## config.mk

```make
export PLATFORM = sky130hd
export DESIGN_NAME = mult_div_unit
export DESIGN_NICKNAME = d
export VERILOG_FILES = /design/src/rtl/mult_div_unit.sv
export SDC_FILE = /design/constraint.sdc
export NUM_CORES = 1
export LEC_CHECK = 0
export BUFFER_PORTS_ARGS = -buffer_cell sky130_fd_sc_hd__buf_2
export CAP_MARGIN = 40
export CORE_MARGIN = 8
export CORE_UTILIZATION = 55
export CTS_BUF_LIST = sky130_fd_sc_hd__clkbuf_16
export DETAILED_ROUTE_END_ITERATION = 10
export PLACE_DENSITY = 0.82
export SYNTH_ARGS = -nofsm -noshare
export SYNTH_HDL_FRONTEND = slang
export SYNTH_SLANG_ARGS = --single-unit
```

## constraint.sdc

```tcl
create_clock -name clk -period 8.33 [get_ports clk]
set_clock_uncertainty 0.2 [all_clocks]
set_input_delay 2.499 -clock clk [delete_from_list [all_inputs] [get_ports clk]]
set_output_delay 2.499 -clock clk [all_outputs]
set_load 0.02 [all_outputs]
```

## src/rtl/mult_div_unit.sv

```systemverilog
// mult_div_unit: iterative signed multiply (radix-2 Booth) / restoring divide into private hi/lo.
// Latency: WIDTH+1 edges from the accepted start to the done pulse; divide-by-zero finishes after 1 edge.
// Backpressure: start is only sampled while busy=0; requests while busy, or on the done edge, are dropped.
//
// Ports:
//   clk, reset (async, active-high)  - clock and reset
//   start, op (0=mul, 1=div), a, b   - request and operands, latched on the accepting edge
//   op_unsigned                      - only when MDU_UNSIGNED_EN is defined: unsigned operation
//   hi, lo                           - mul: product high/low half; div: remainder/quotient
//   busy, done, div_zero             - status; div_zero rises with done and holds until the next start
// Optional feature macro: MDU_UNSIGNED_EN.

module mult_div_unit #(
  parameter int WIDTH = 32
) (
  input  logic             clk,
  input  logic             reset,
  input  logic             start,
  input  logic             op,
`ifdef MDU_UNSIGNED_EN
  input  logic             op_unsigned,
`endif
  input  logic [WIDTH-1:0] a,
  input  logic [WIDTH-1:0] b,
  output logic [WIDTH-1:0] hi,
  output logic [WIDTH-1:0] lo,
  output logic             busy,
  output logic             done,
  output logic             div_zero
);

  localparam int CNT_W = $clog2(WIDTH) + 1;
  // Two guard bits above WIDTH: one for the zero-extended unsigned operand,
  // one so Booth partial sums and restoring-divide trial differences never overflow.
  localparam int AW = WIDTH + 2;

  typedef enum logic [1:0] {IDLE, RUN, FINISH} state_t;

  state_t           state, state_nxt;
  logic [CNT_W-1:0] cnt;
  logic [AW-1:0]    acc_hi;     // mul: upper partial product; div: partial remainder
  logic [AW-1:0]    mcand;      // mul: extended multiplicand; div: divisor magnitude
  logic [WIDTH-1:0] acc_lo;     // mul: multiplier / low product; div: dividend / quotient
  logic             q_m1;       // Booth q(-1) bit
  logic             op_r, uns_r, a_neg, b_neg, dz_r;

  logic             uns_in, dz_in, last_iter, div_ok;
  logic [WIDTH-1:0] a_mag, b_mag, res_hi, res_lo;
  logic [AW-1:0]    booth_sum, rem_sh, rem_try;

`ifdef MDU_UNSIGNED_EN
  assign uns_in = op_unsigned;
`else
  assign uns_in = 1'b0;
`endif

  assign dz_in     = op && (b == '0);
  assign last_iter = (cnt == CNT_W'(WIDTH - 1));
  // Magnitudes; the most negative value maps to 2^(WIDTH-1), which still fits unsigned.
  assign a_mag     = (!uns_in && a[WIDTH-1]) ? -a : a;
  assign b_mag     = (!uns_in && b[WIDTH-1]) ? -b : b;

  // Next state and status
  always_comb begin
    state_nxt = state;
    busy      = (state != IDLE);
    case (state)
      IDLE:    if (start) state_nxt = dz_in ? FINISH : RUN;
      RUN:     if (last_iter) state_nxt = FINISH;
      FINISH:  state_nxt = IDLE;
      default: state_nxt = IDLE;
    endcase
  end

  always_ff @(posedge clk or posedge reset) begin
    if (reset) state <= IDLE;
    else       state <= state_nxt;
  end

  // One iteration of each algorithm
  always_comb begin
    booth_sum = acc_hi;
    case ({acc_lo[0], q_m1})
      2'b01:   booth_sum = acc_hi + mcand;
      2'b10:   booth_sum = acc_hi - mcand;
      default: booth_sum = acc_hi;
    endcase
    rem_sh  = {acc_hi[AW-2:0], acc_lo[WIDTH-1]};
    rem_try = rem_sh - mcand;
    div_ok  = !rem_try[AW-1];
  end

  // Result formatting at FINISH
  always_comb begin
    res_hi = acc_hi[WIDTH-1:0];
    res_lo = acc_lo;
    if (op_r) begin
      if (!uns_r) begin
        if (a_neg ^ b_neg) res_lo = -acc_lo;
        if (a_neg)         res_hi = -acc_hi[WIDTH-1:0];
      end
    end else if (uns_r && q_m1) begin
      // Final Booth step of the zero-extended (WIDTH+1)-bit multiplier: its top
      // bit pair is (0, b[WIDTH-1]), i.e. add the multiplicand at weight 2^WIDTH.
      res_hi = acc_hi[WIDTH-1:0] + mcand[WIDTH-1:0];
    end
  end

  always_ff @(posedge clk or posedge reset) begin
    if (reset) begin
      hi       <= '0;
      lo       <= '0;
      done     <= 1'b0;
      div_zero <= 1'b0;
      cnt      <= '0;
      acc_hi   <= '0;
      acc_lo   <= '0;
      mcand    <= '0;
      q_m1     <= 1'b0;
      op_r     <= 1'b0;
      uns_r    <= 1'b0;
      a_neg    <= 1'b0;
      b_neg    <= 1'b0;
      dz_r     <= 1'b0;
    end else begin
      done <= 1'b0;
      case (state)
        IDLE: begin
          if (start) begin
            op_r     <= op;
            uns_r    <= uns_in;
            a_neg    <= !uns_in && a[WIDTH-1];
            b_neg    <= !uns_in && b[WIDTH-1];
            dz_r     <= dz_in;
            div_zero <= 1'b0;
            cnt      <= '0;
            acc_hi   <= '0;
            q_m1     <= 1'b0;
            if (op) begin
              mcand  <= {2'b00, b_mag};
              acc_lo <= a_mag;
            end else begin
              mcand  <= uns_in ? {2'b00, a} : {{2{a[WIDTH-1]}}, a};
              acc_lo <= b;
            end
          end
        end
        RUN: begin
          cnt <= cnt + CNT_W'(1);
          if (op_r) begin
            acc_hi <= div_ok ? rem_try : rem_sh;
            acc_lo <= {acc_lo[WIDTH-2:0], div_ok};
          end else begin
            // Arithmetic right shift of {sum, multiplier, q(-1)}
            acc_hi <= {booth_sum[AW-1], booth_sum[AW-1:1]};
            acc_lo <= {booth_sum[0], acc_lo[WIDTH-1:1]};
            q_m1   <= acc_lo[0];
          end
        end
        FINISH: begin
          done <= 1'b1;
          if (dz_r) begin
            div_zero <= 1'b1;
          end else begin
            hi <= res_hi;
            lo <= res_lo;
          end
        end
        default: ;
      endcase
    end
  end

endmodule

```

==> results of run 1 <==
==> worst paths after layout <==
path,from,depth (start not counted),slack [ns],to
worst min register to register,lo[5]$_DFFE_PP0P_,2,0.28,lo[5]$_DFFE_PP0P_
min in group asynchronous,reset,2,1.99,lo[9]$_DFFE_PP0P_
worst min-delay path,lo[5]$_DFFE_PP0P_,2,0.28,lo[5]$_DFFE_PP0P_
worst max-delay path,b[6],10,2.62,state[1]$_DFFE_PP0P_
worst max register to register,mcand[3]$_DFFE_PP0P_,16,2.81,acc_hi[29]$_DFFE_PP0P_
max in group asynchronous,reset,3,4.58,acc_hi[27]$_DFFE_PP0P_
==> placed cells by master, fill, tap and decap left out, drive strengths merged, types with 10 or more instances in the layout <==
cell      n
nand2   242
o21ai   224
dfrtp   178
buf     151
a21oi   143
nor2    125
xor2    108
xnor2    97
inv      74
ha       73
o211ai   58
mux2i    40
a211oi   39
o31ai    34
a21o     31
nor3     29
a31oi    26
nand3    26
nand2b   23
nor4     21
or3      18
clkbuf   17
nand4    16
or4      15
nor2b    12
a32o     11
o41ai    11
o21a     10
a211o    10
==> sequential cells by signal, summed over array words and instances, names as in the netlist <==
name      flops
acc_lo       32
a_neg         1
cnt           6
mcand        33
b_neg         1
state         2
lo           32
div_zero      1
dz_r          1
q_m1          1
acc_hi       34
op_r          1
hi           32
done          1
==> critical path, cell delays in order <==
cell,delay (ns)
buf_2,0.12
nor4_1,0.40
or3b_1,0.48
or3_1,0.42
or4_1,0.47
nand2b_4,0.18
nand2b_4,0.17
nor4b_1,0.80
nand3b_1,0.15
a21oi_1,0.18
==> per-layer routing <==
metal  track usage [%]  wire (µm)  vias up  share of wire, %
li1                  -          -     7031                 -
met1              40.7      21600     7142                45
met2              42.2      20700      741                43
met3              5.55       4450       78               9.3
met4              8.43       1090        0               2.3
met5                 0          0        -                 0
==> cells by family after synthesis <==
group / Yosys count
adders and majority gates: 75
muxes: 43
AOI/OAI and AO/OA: 661
and+or+nand+nor: 562
xor gates and xnor gates: 205
DFF: 178
buffers and inverters: 190
==> final cells by class <==
type                    instances  area share, %
multi-input cells            1546           60.3
clock inverters                15           1.30
inverters                      68           1.56
flip-flops and latches        178           26.8
clock buffers                  17           2.55
well taps                     346           2.60
repair buffers                151           4.97
==> per-stage QoR <==
| step | cells | util [%] | cell area [µm²] |
|---|---|---|---|
| 6_report | 2321 | 60.6 | 16700 |
| 5_1_grt | 2321 | 60.6 | 16700 |
| 4_1_cts | 2320 | 60.6 | 16600 |
| 3_5_place_dp | 2288 | 58.3 | 16000 |
| 3_3_place_gp | 2285 | 58.1 | 16000 |
| 2_1_floorplan | 1914 | - | 15200 |
==> results.sh, run 1 <==
export IMPL_outcome="finished, final reports clean"
export IMPL_setup_viol=0
export IMPL_dominantRegCellSynth="dfrtp_1"
export IMPL_multi_input_area_um2=10000
export IMPL_period_share_pct=68.5
export IMPL_routed_via_count=15000
export IMPL_dp_final_hpwl_mm=36.1
export IMPL_final_hold_viol_count=0
export IMPL_ys_seq_elements=178
export IMPL_dieArea_um2=33200
export IMPL_drtIter0Drc=1677
export IMPL_start_util_pct=55.3
export IMPL_maxSlewViolCount=0
export IMPL_worst_slack_ns=2.62
export IMPL_first_pass_iters=6
export IMPL_max_freq_mhz=175
export IMPL_async_flop_share_pct=100
export IMPL_nNetsFinal=2105
export IMPL_tightest_slew_ns=0.955
export IMPL_ys_warn_count=0
export IMPL_cts_max_level=4
export IMPL_n_fill_cell=2463
export IMPL_core_area_um2=27500
export IMPL_synth_xor_area_share_pct=11.8
export IMPL_synth_compound_area_share_pct=27.5
export IMPL_drive_above_1_share_pct=11.2
export IMPL_clk_path_buf_depth=2
export IMPL_area_growth_pct=9.67
export IMPL_cts_tree="yes"
export IMPL_antenna_found_initial=0
export IMPL_synth_nets=2057
export IMPL_synth_edf_count=0
export IMPL_rsz0062_at_grt="false"
export IMPL_synth_top_family_by_area="compound AO/OA/AOI/OAI gates"
export IMPL_cts_buffers_inserted=17
export IMPL_synth_most_common_cell="nand2_1"
export IMPL_via_per_inst=6.46
export IMPL_seq_area_um2=4460
export IMPL_wl_per_cell_um=20.6
export IMPL_antenna_cells=0
export IMPL_grt_max_degree=91
export IMPL_ant_nets=0
export IMPL_grt_pass1_vias=13800
export IMPL_max_slew_margin_rel_pct=35.4
export IMPL_max_cap_violations=0
export IMPL_fin_crit_ns=5.71
export IMPL_crit_required_ns=8.50
export IMPL_worst_path_max_fanout=4
export IMPL_cts_sinks=178
export IMPL_ctsRootBufferMaster="clkbuf_16"
export IMPL_overflow=0
export IMPL_synth_simple_gate_area_share_pct=17.3
export IMPL_postCtsSetupRepairBufs=0
export IMPL_cp_arrival_ns=5.87
export IMPL_grt_pass1_wl_mm=76.0
export IMPL_totalWireLength_mm=47.8
export IMPL_finalWeightedCongestion=0.962
export IMPL_cts_hold_buffers=0
export IMPL_die_w_um=182
export IMPL_pre_cts_slack_ns=2.33
export IMPL_tns_ns=0
export IMPL_yosys_area_top_type="dfrtp_1"
export IMPL_fp_dieH_um=182
export IMPL_synth_common_cells="nand2_1, o21ai_0, dfrtp_1"
export IMPL_clk_pin_slew_ns=0.09
export IMPL_synthAdderAreaFrac_pct=6.28
export IMPL_yosys_area_top_type_share_pct=29.3
export IMPL_ys_seq_area_share_pct=29.3
export IMPL_cts_resized=0
export IMPL_synth_area_um2=15200
export IMPL_muxShareOfSynthArea_pct=2.86
export IMPL_drc=0
export IMPL_avgSynthCellArea_um2=7.93
export IMPL_rows=61
export IMPL_hold_slack_ns=0.277
export IMPL_hold_class="register to register"
export IMPL_syn_inst=1914
export IMPL_synthTopCellsByArea="dfrtp_1, o21ai_0, xor2_1"
export IMPL_io_pins=135
export IMPL_clock_latency_ns=0.45
export IMPL_synthDistinctLibCells=79
export IMPL_grt_usage_pct=28.2
export IMPL_worstSetupStartpointType="input pin"
export IMPL_io_buffers=134
export IMPL_end_kind="register"
export IMPL_path_class="input pin to register"
Power of run 1 is left out: the tool's default activity adds up to more than one toggle a clock period on the data nets, which glitch-free logic cannot reach.
==> run 2: changes to the inputs <==
--- a/config.mk
+++ b/config.mk
@@ -11,7 +11,7 @@
 export CORE_UTILIZATION = 55
 export CTS_BUF_LIST = sky130_fd_sc_hd__clkbuf_16
 export DETAILED_ROUTE_END_ITERATION = 10
-export PLACE_DENSITY = 0.82
+export PLACE_DENSITY = 0.84
 export SYNTH_ARGS = -nofsm -noshare
 export SYNTH_HDL_FRONTEND = slang
 export SYNTH_SLANG_ARGS = --single-unit
==> constraint.sdc (replaced) <==
create_clock -name clk -period 4.8 [get_ports clk]
set_clock_uncertainty 0.2 [all_clocks]
set_input_delay 1.44 -clock clk [delete_from_list [all_inputs] [get_ports clk]]
set_output_delay 1.44 -clock clk [all_outputs]
set_load 0.02 [all_outputs]
==> run 2 against run 1 <==
Compared with the run above:
- worst hold slack worse by 0.00059 ns
- setup slack worse by 2.4 ns
- die area unchanged
- clock-buffer cell count unchanged
- critical path type is now register to register
- largest cell class unchanged
==> results.sh, run 2 (synthesis results as in run 1) <==
export IMPL_rows=61
export IMPL_setup_viol=0
export IMPL_period_share_pct=95.2
export IMPL_clk_pin_slew_ns=0.08
export IMPL_startpoint="mcand[2]$_DFFE_PP0P_"
export IMPL_largest_reg_flops=34
export IMPL_cts_sinks=178
export IMPL_crit_required_ns=4.91
export IMPL_core_area_um2=27500
export IMPL_tightest_slew_ns=0.938
export IMPL_cts_buffers_inserted=17
export IMPL_maxSlewViolCount=0
export IMPL_r2r_start="mcand[2]$_DFFE_PP0P_"
export IMPL_crit_path_end="acc_hi[31]$_DFFE_PP0P_"
export IMPL_antenna_found_initial=1
export IMPL_nNetsFinal=2143
export IMPL_cts_hold_buffers=0
export IMPL_grt_pass1_wl_mm=76.3
export IMPL_wl_per_cell_um=20.7
export IMPL_io_buffers=134
export IMPL_drc=0
export IMPL_via_per_inst=6.39
export IMPL_layout_common_cells="nand2_1, o21ai_0, dfrtp_1"
export IMPL_area_growth_pct=11.9
export IMPL_rsz0062_at_grt="false"
export IMPL_path_class="register to register"
export IMPL_tns_ns=0
export IMPL_place_area_um2=16300
export IMPL_finalWeightedCongestion=0.979
export IMPL_die_w_um=182
export IMPL_grt_pass1_vias=13500
export IMPL_dieArea_um2=33200
export IMPL_wl_met3_mm=5.22
export IMPL_cp_arrival_ns=4.68
export IMPL_maxUsedRoutingLayer="met5"
export IMPL_postCtsSetupRepairBufs=0
export IMPL_routed_via_count=15100
export IMPL_worst_path_max_fanout=7
export IMPL_final_area_um2=17000
export IMPL_regMostFlops="acc_hi"
export IMPL_reg_largest_list="acc_hi (34), mcand (33)"
export IMPL_dp_final_hpwl_mm=37.6
export IMPL_totalWireLength_mm=48.7
export IMPL_ant_nets=0
export IMPL_ctsRootBufferMaster="clkbuf_16"
export IMPL_hold_class="register to register"
export IMPL_cts_tree="yes"
export IMPL_max_slew_margin_rel_pct=37.5
export IMPL_clk_path_buf_depth=2
export IMPL_final_common_cell="nand2_1"
export IMPL_reg2reg_to="acc_hi[31]$_DFFE_PP0P_"
export IMPL_clock_latency_ns=0.45
export IMPL_drive_above_1_share_pct=13.2
export IMPL_first_pass_iters=6
export IMPL_stdcell_count=2359
export IMPL_max_freq_mhz=219
export IMPL_outcome="finished, final reports clean"
export IMPL_rr_worst_depth=18
export IMPL_dp_cells=2327
export IMPL_antenna_cells=0
export IMPL_drtIter0Drc=1661
export IMPL_overflow=0
export IMPL_max_cap_violations=0
export IMPL_r2r_slack_ns=0.23
export IMPL_final_hold_viol_count=0
export IMPL_met1_length_mm=21.7
export IMPL_dr_wl_met2_mm=20.8
export IMPL_fp_dieH_um=182
export IMPL_grt_usage_pct=28.6
export IMPL_cts_resized=0
export IMPL_worstSetupStartpointType="register"
export IMPL_io_pins=135
export IMPL_fin_crit_ns=4.57
export IMPL_grt_max_degree=179
export IMPL_end_kind="register"
export IMPL_start_util_pct=55.3
export IMPL_cts_max_level=4
## run 2: area by class of cell
cell class	instances	area (µm²)
clock buffers	17	425
repair buffers	189	1130
fillers	2429	10500
multi-input cells	1546	10100
flip-flops and latches	178	4460
well taps	346	433
clock inverters	15	218
inverters	68	259
## run 2: per-stage QoR
| step | hold WS [ns] | utilization [%] | setup WS [ns] |
|---|---|---|---|
| 2_1_floorplan | 0.247 | - | 0.416 |
| 3_3_place_gp | 0.257 | 59.2 | 0.144 |
| 3_5_place_dp | 0.265 | 59.3 | 0.118 |
| 4_1_cts | 0.282 | 61.7 | 0.0849 |
| 5_1_grt | 0.307 | 61.8 | 0.00502 |
| 6_report | 0.276 | 61.8 | 0.231 |
## run 2: routing by layer
| metal | track usage [%] | vias to the layer above |
|---|---|---|
| met5 | 0 | - |
| met4 | 7.38 | 2 |
| li1 | - | 7108 |
| met1 | 42.8 | 7125 |
| met3 | 5.07 | 64 |
| met2 | 41.8 | 784 |
## run 2: worst min path at each step
stage                                    start                    to  slack, ns  cells after the start
after global placement       hi[0]$_DFFE_PP0P_     hi[0]$_DFFE_PP0P_       0.26                      2
after floorplan           state[1]$_DFFE_PP0P_  state[1]$_DFFE_PP0P_       0.25                      1
after global routing        lo[22]$_DFFE_PP0P_    lo[22]$_DFFE_PP0P_       0.31                      2
after detailed placement    hi[28]$_DFFE_PP0P_    hi[28]$_DFFE_PP0P_       0.26                      2
final                       hi[12]$_DFFE_PP0P_    hi[12]$_DFFE_PP0P_       0.28                      2
after CTS                    hi[8]$_DFFE_PP0P_     hi[8]$_DFFE_PP0P_       0.28                      2
## run 2: critical path: stages (launching register included)
cell      delay, ns
dfrtp_1        0.41
nor2_1         0.18
and4_1         0.26
and2_1         0.21
nor3b_1        0.23
buf_4          0.20
nor2_1         0.06
xnor2_1        0.20
ha_1           0.28
a211oi_1       0.33
o211ai_1       0.16
a221oi_1       0.27
o31ai_1        0.15
nor2_1         0.18
o21ai_1        0.16
o21ba_2        0.25
or4_1          0.47
a22oi_1        0.14
o21ai_0        0.10
Power of run 2 is left out for the same reason.
==> run 3: changes to the inputs <==
--- a/config.mk
+++ b/config.mk
@@ -11,7 +11,7 @@
 export CORE_UTILIZATION = 55
 export CTS_BUF_LIST = sky130_fd_sc_hd__clkbuf_16
 export DETAILED_ROUTE_END_ITERATION = 10
-export PLACE_DENSITY = 0.84
+export PLACE_DENSITY = 0.79
 export SYNTH_ARGS = -nofsm -noshare
 export SYNTH_HDL_FRONTEND = slang
 export SYNTH_SLANG_ARGS = --single-unit
==> run 3 against run 2 <==
Compared with the run above:
- routed wire length rose by 0.23%
- critical path type unchanged
- fmax up 1.2%
- sequential share of layout area is 0.14 points higher
- final area decreased by 0.52%
- first-iteration DRC count rose by 7.5%
- clock-buffer cell count did not move
- via count down 1.2%
- largest cell class unchanged
- die area stayed put
- register-to-register slack better by 0.06 ns
- utilization is 0.32 points lower
- cell count is 0.21% lower
==> results.sh, run 3 (synthesis results as in run 1) <==
export IMPL_outcome="finished, final reports clean"
export IMPL_antenna_cells=0
export IMPL_drive_above_1_share_pct=12.7
export IMPL_rows=61
export IMPL_period_share_pct=94.0
export IMPL_first_pass_iters=5
export IMPL_pre_cts_slack_ns=0.134
export IMPL_final_common_cell="nand2_1"
export IMPL_layout_common_cells="nand2_1, o21ai_0, dfrtp_1"
export IMPL_rr_worst_depth=17
export IMPL_regMostFlops="acc_hi"
export IMPL_setup_viol=0
export IMPL_finish_utilization_pct=61.5
export IMPL_crit_required_ns=4.94
export IMPL_routed_via_count=14900
export IMPL_die_w_um=182
export IMPL_dieArea_um2=33200
export IMPL_final_hold_viol_count=0
export IMPL_worst_path_max_fanout=7
export IMPL_grt_usage_pct=28.8
export IMPL_io_pins=135
export IMPL_cts_buffers_inserted=17
export IMPL_clk_path_buf_depth=2
export IMPL_finalWeightedCongestion=1.03
export IMPL_path_class="register to register"
export IMPL_clock_latency_ns=0.45
export IMPL_io_buffers=134
export IMPL_ant_nets=0
export IMPL_final_area_um2=16900
export IMPL_hold_class="register to register"
export IMPL_dp_final_hpwl_mm=38.4
export IMPL_max_freq_mhz=222
export IMPL_wl_per_cell_um=20.8
export IMPL_worstSetupStartpointType="register"
export IMPL_grt_max_degree=82
export IMPL_overflow=0
export IMPL_n_fill_cell=2471
export IMPL_ctsRootBufferMaster="clkbuf_16"
export IMPL_cts_sinks=178
export IMPL_whs_path_depth=2
export IMPL_start_util_pct=55.3
export IMPL_fin_crit_ns=4.51
export IMPL_cts_max_level=4
export IMPL_tightest_slew_ns=0.843
export IMPL_end_kind="register"
export IMPL_cts_tree="yes"
export IMPL_totalWireLength_mm=48.9
export IMPL_drc=0
export IMPL_antenna_found_initial=0
export IMPL_grt_pass1_wl_mm=76.2
export IMPL_via_per_inst=6.33
export IMPL_reg_largest_list="acc_hi (34), mcand (33)"
export IMPL_max_slew_margin_rel_pct=43.8
export IMPL_largest_reg_flops=34
export IMPL_fp_dieH_um=182
export IMPL_tns_ns=0
export IMPL_postCtsSetupRepairBufs=0
export IMPL_clk_pin_slew_ns=0.08
export IMPL_drtIter0Drc=1786
export IMPL_worst_slack_ns=0.287
export IMPL_maxSlewViolCount=0
export IMPL_area_growth_pct=11.3
export IMPL_max_cap_violations=0
export IMPL_place_area_um2=16200
export IMPL_rsz0062_at_grt="false"
export IMPL_core_area_um2=27500
export IMPL_grt_pass1_vias=13500
export IMPL_cp_arrival_ns=4.65
export IMPL_nNetsFinal=2138
run 3: layout make-up:
type                       count  area [µm²]  area share (%)
clock buffer                  17         425            2.52
inverter                      68         259            1.53
clock inverter                15         218            1.29
timing repair buffer         184        1070            6.34
tap                          346         433            2.56
sequential                   178        4460            26.4
multi-input combinational   1546       10000            59.4
run 3: worst paths after layout:
| check | end | startpoint | slack [ns] |
|---|---|---|---|
| max | acc_hi[29]$_DFFE_PP0P_ | mcand[2]$_DFFE_PP0P_ | 0.29 |
| min in group asynchronous | lo[4]$_DFFE_PP0P_ | reset | 0.81 |
| max reg2reg | acc_hi[29]$_DFFE_PP0P_ | mcand[2]$_DFFE_PP0P_ | 0.29 |
| max in group asynchronous | hi[16]$_DFFE_PP0P_ | reset | 2.71 |
| min reg2reg | hi[18]$_DFFE_PP0P_ | hi[18]$_DFFE_PP0P_ | 0.27 |
| min | hi[18]$_DFFE_PP0P_ | hi[18]$_DFFE_PP0P_ | 0.27 |
run 3: timing repair:
action	CTS	global route
setup endpoints to repair	0	6
resized for setup	0	5
hold buffers	0	0
run 3: critical path, stage by stage, from the launching register on:
cell and delay, ns:
dfrtp_1 0.41, nor2_1 0.19, and4_1 0.26, and2_1 0.21, nor3b_1 0.21, buf_4 0.18
nor2_1 0.05, xnor2_1 0.13, ha_1 0.41, nand4_1 0.18, or4_1 0.56, a211oi_1 0.31
nor2_1 0.12, o21ai_1 0.34, a221oi_1 0.19, xor2_1 0.16, o21ai_0 0.09, a22o_1 0.22
run 3: per-stage QoR:
| step | hold slack, ns | instances |
|---|---|---|
| after CTS | 0.282 | 2354 |
| after global routing | 0.300 | 2354 |
| after detailed placement | 0.265 | 2322 |
| final | 0.275 | 2354 |
| after floorplan | 0.247 | 1914 |
| after global placement | 0.256 | 2321 |
run 3: layer usage:
layer,wire (µm),share of wire [%],GRT usage [%]
met3,5810,12,7.22
met5,0,0,0
met2,19700,40,39.8
met4,884,1.8,6.85
met1,22400,46,43.9
Power of run 3 is left out for the same reason.
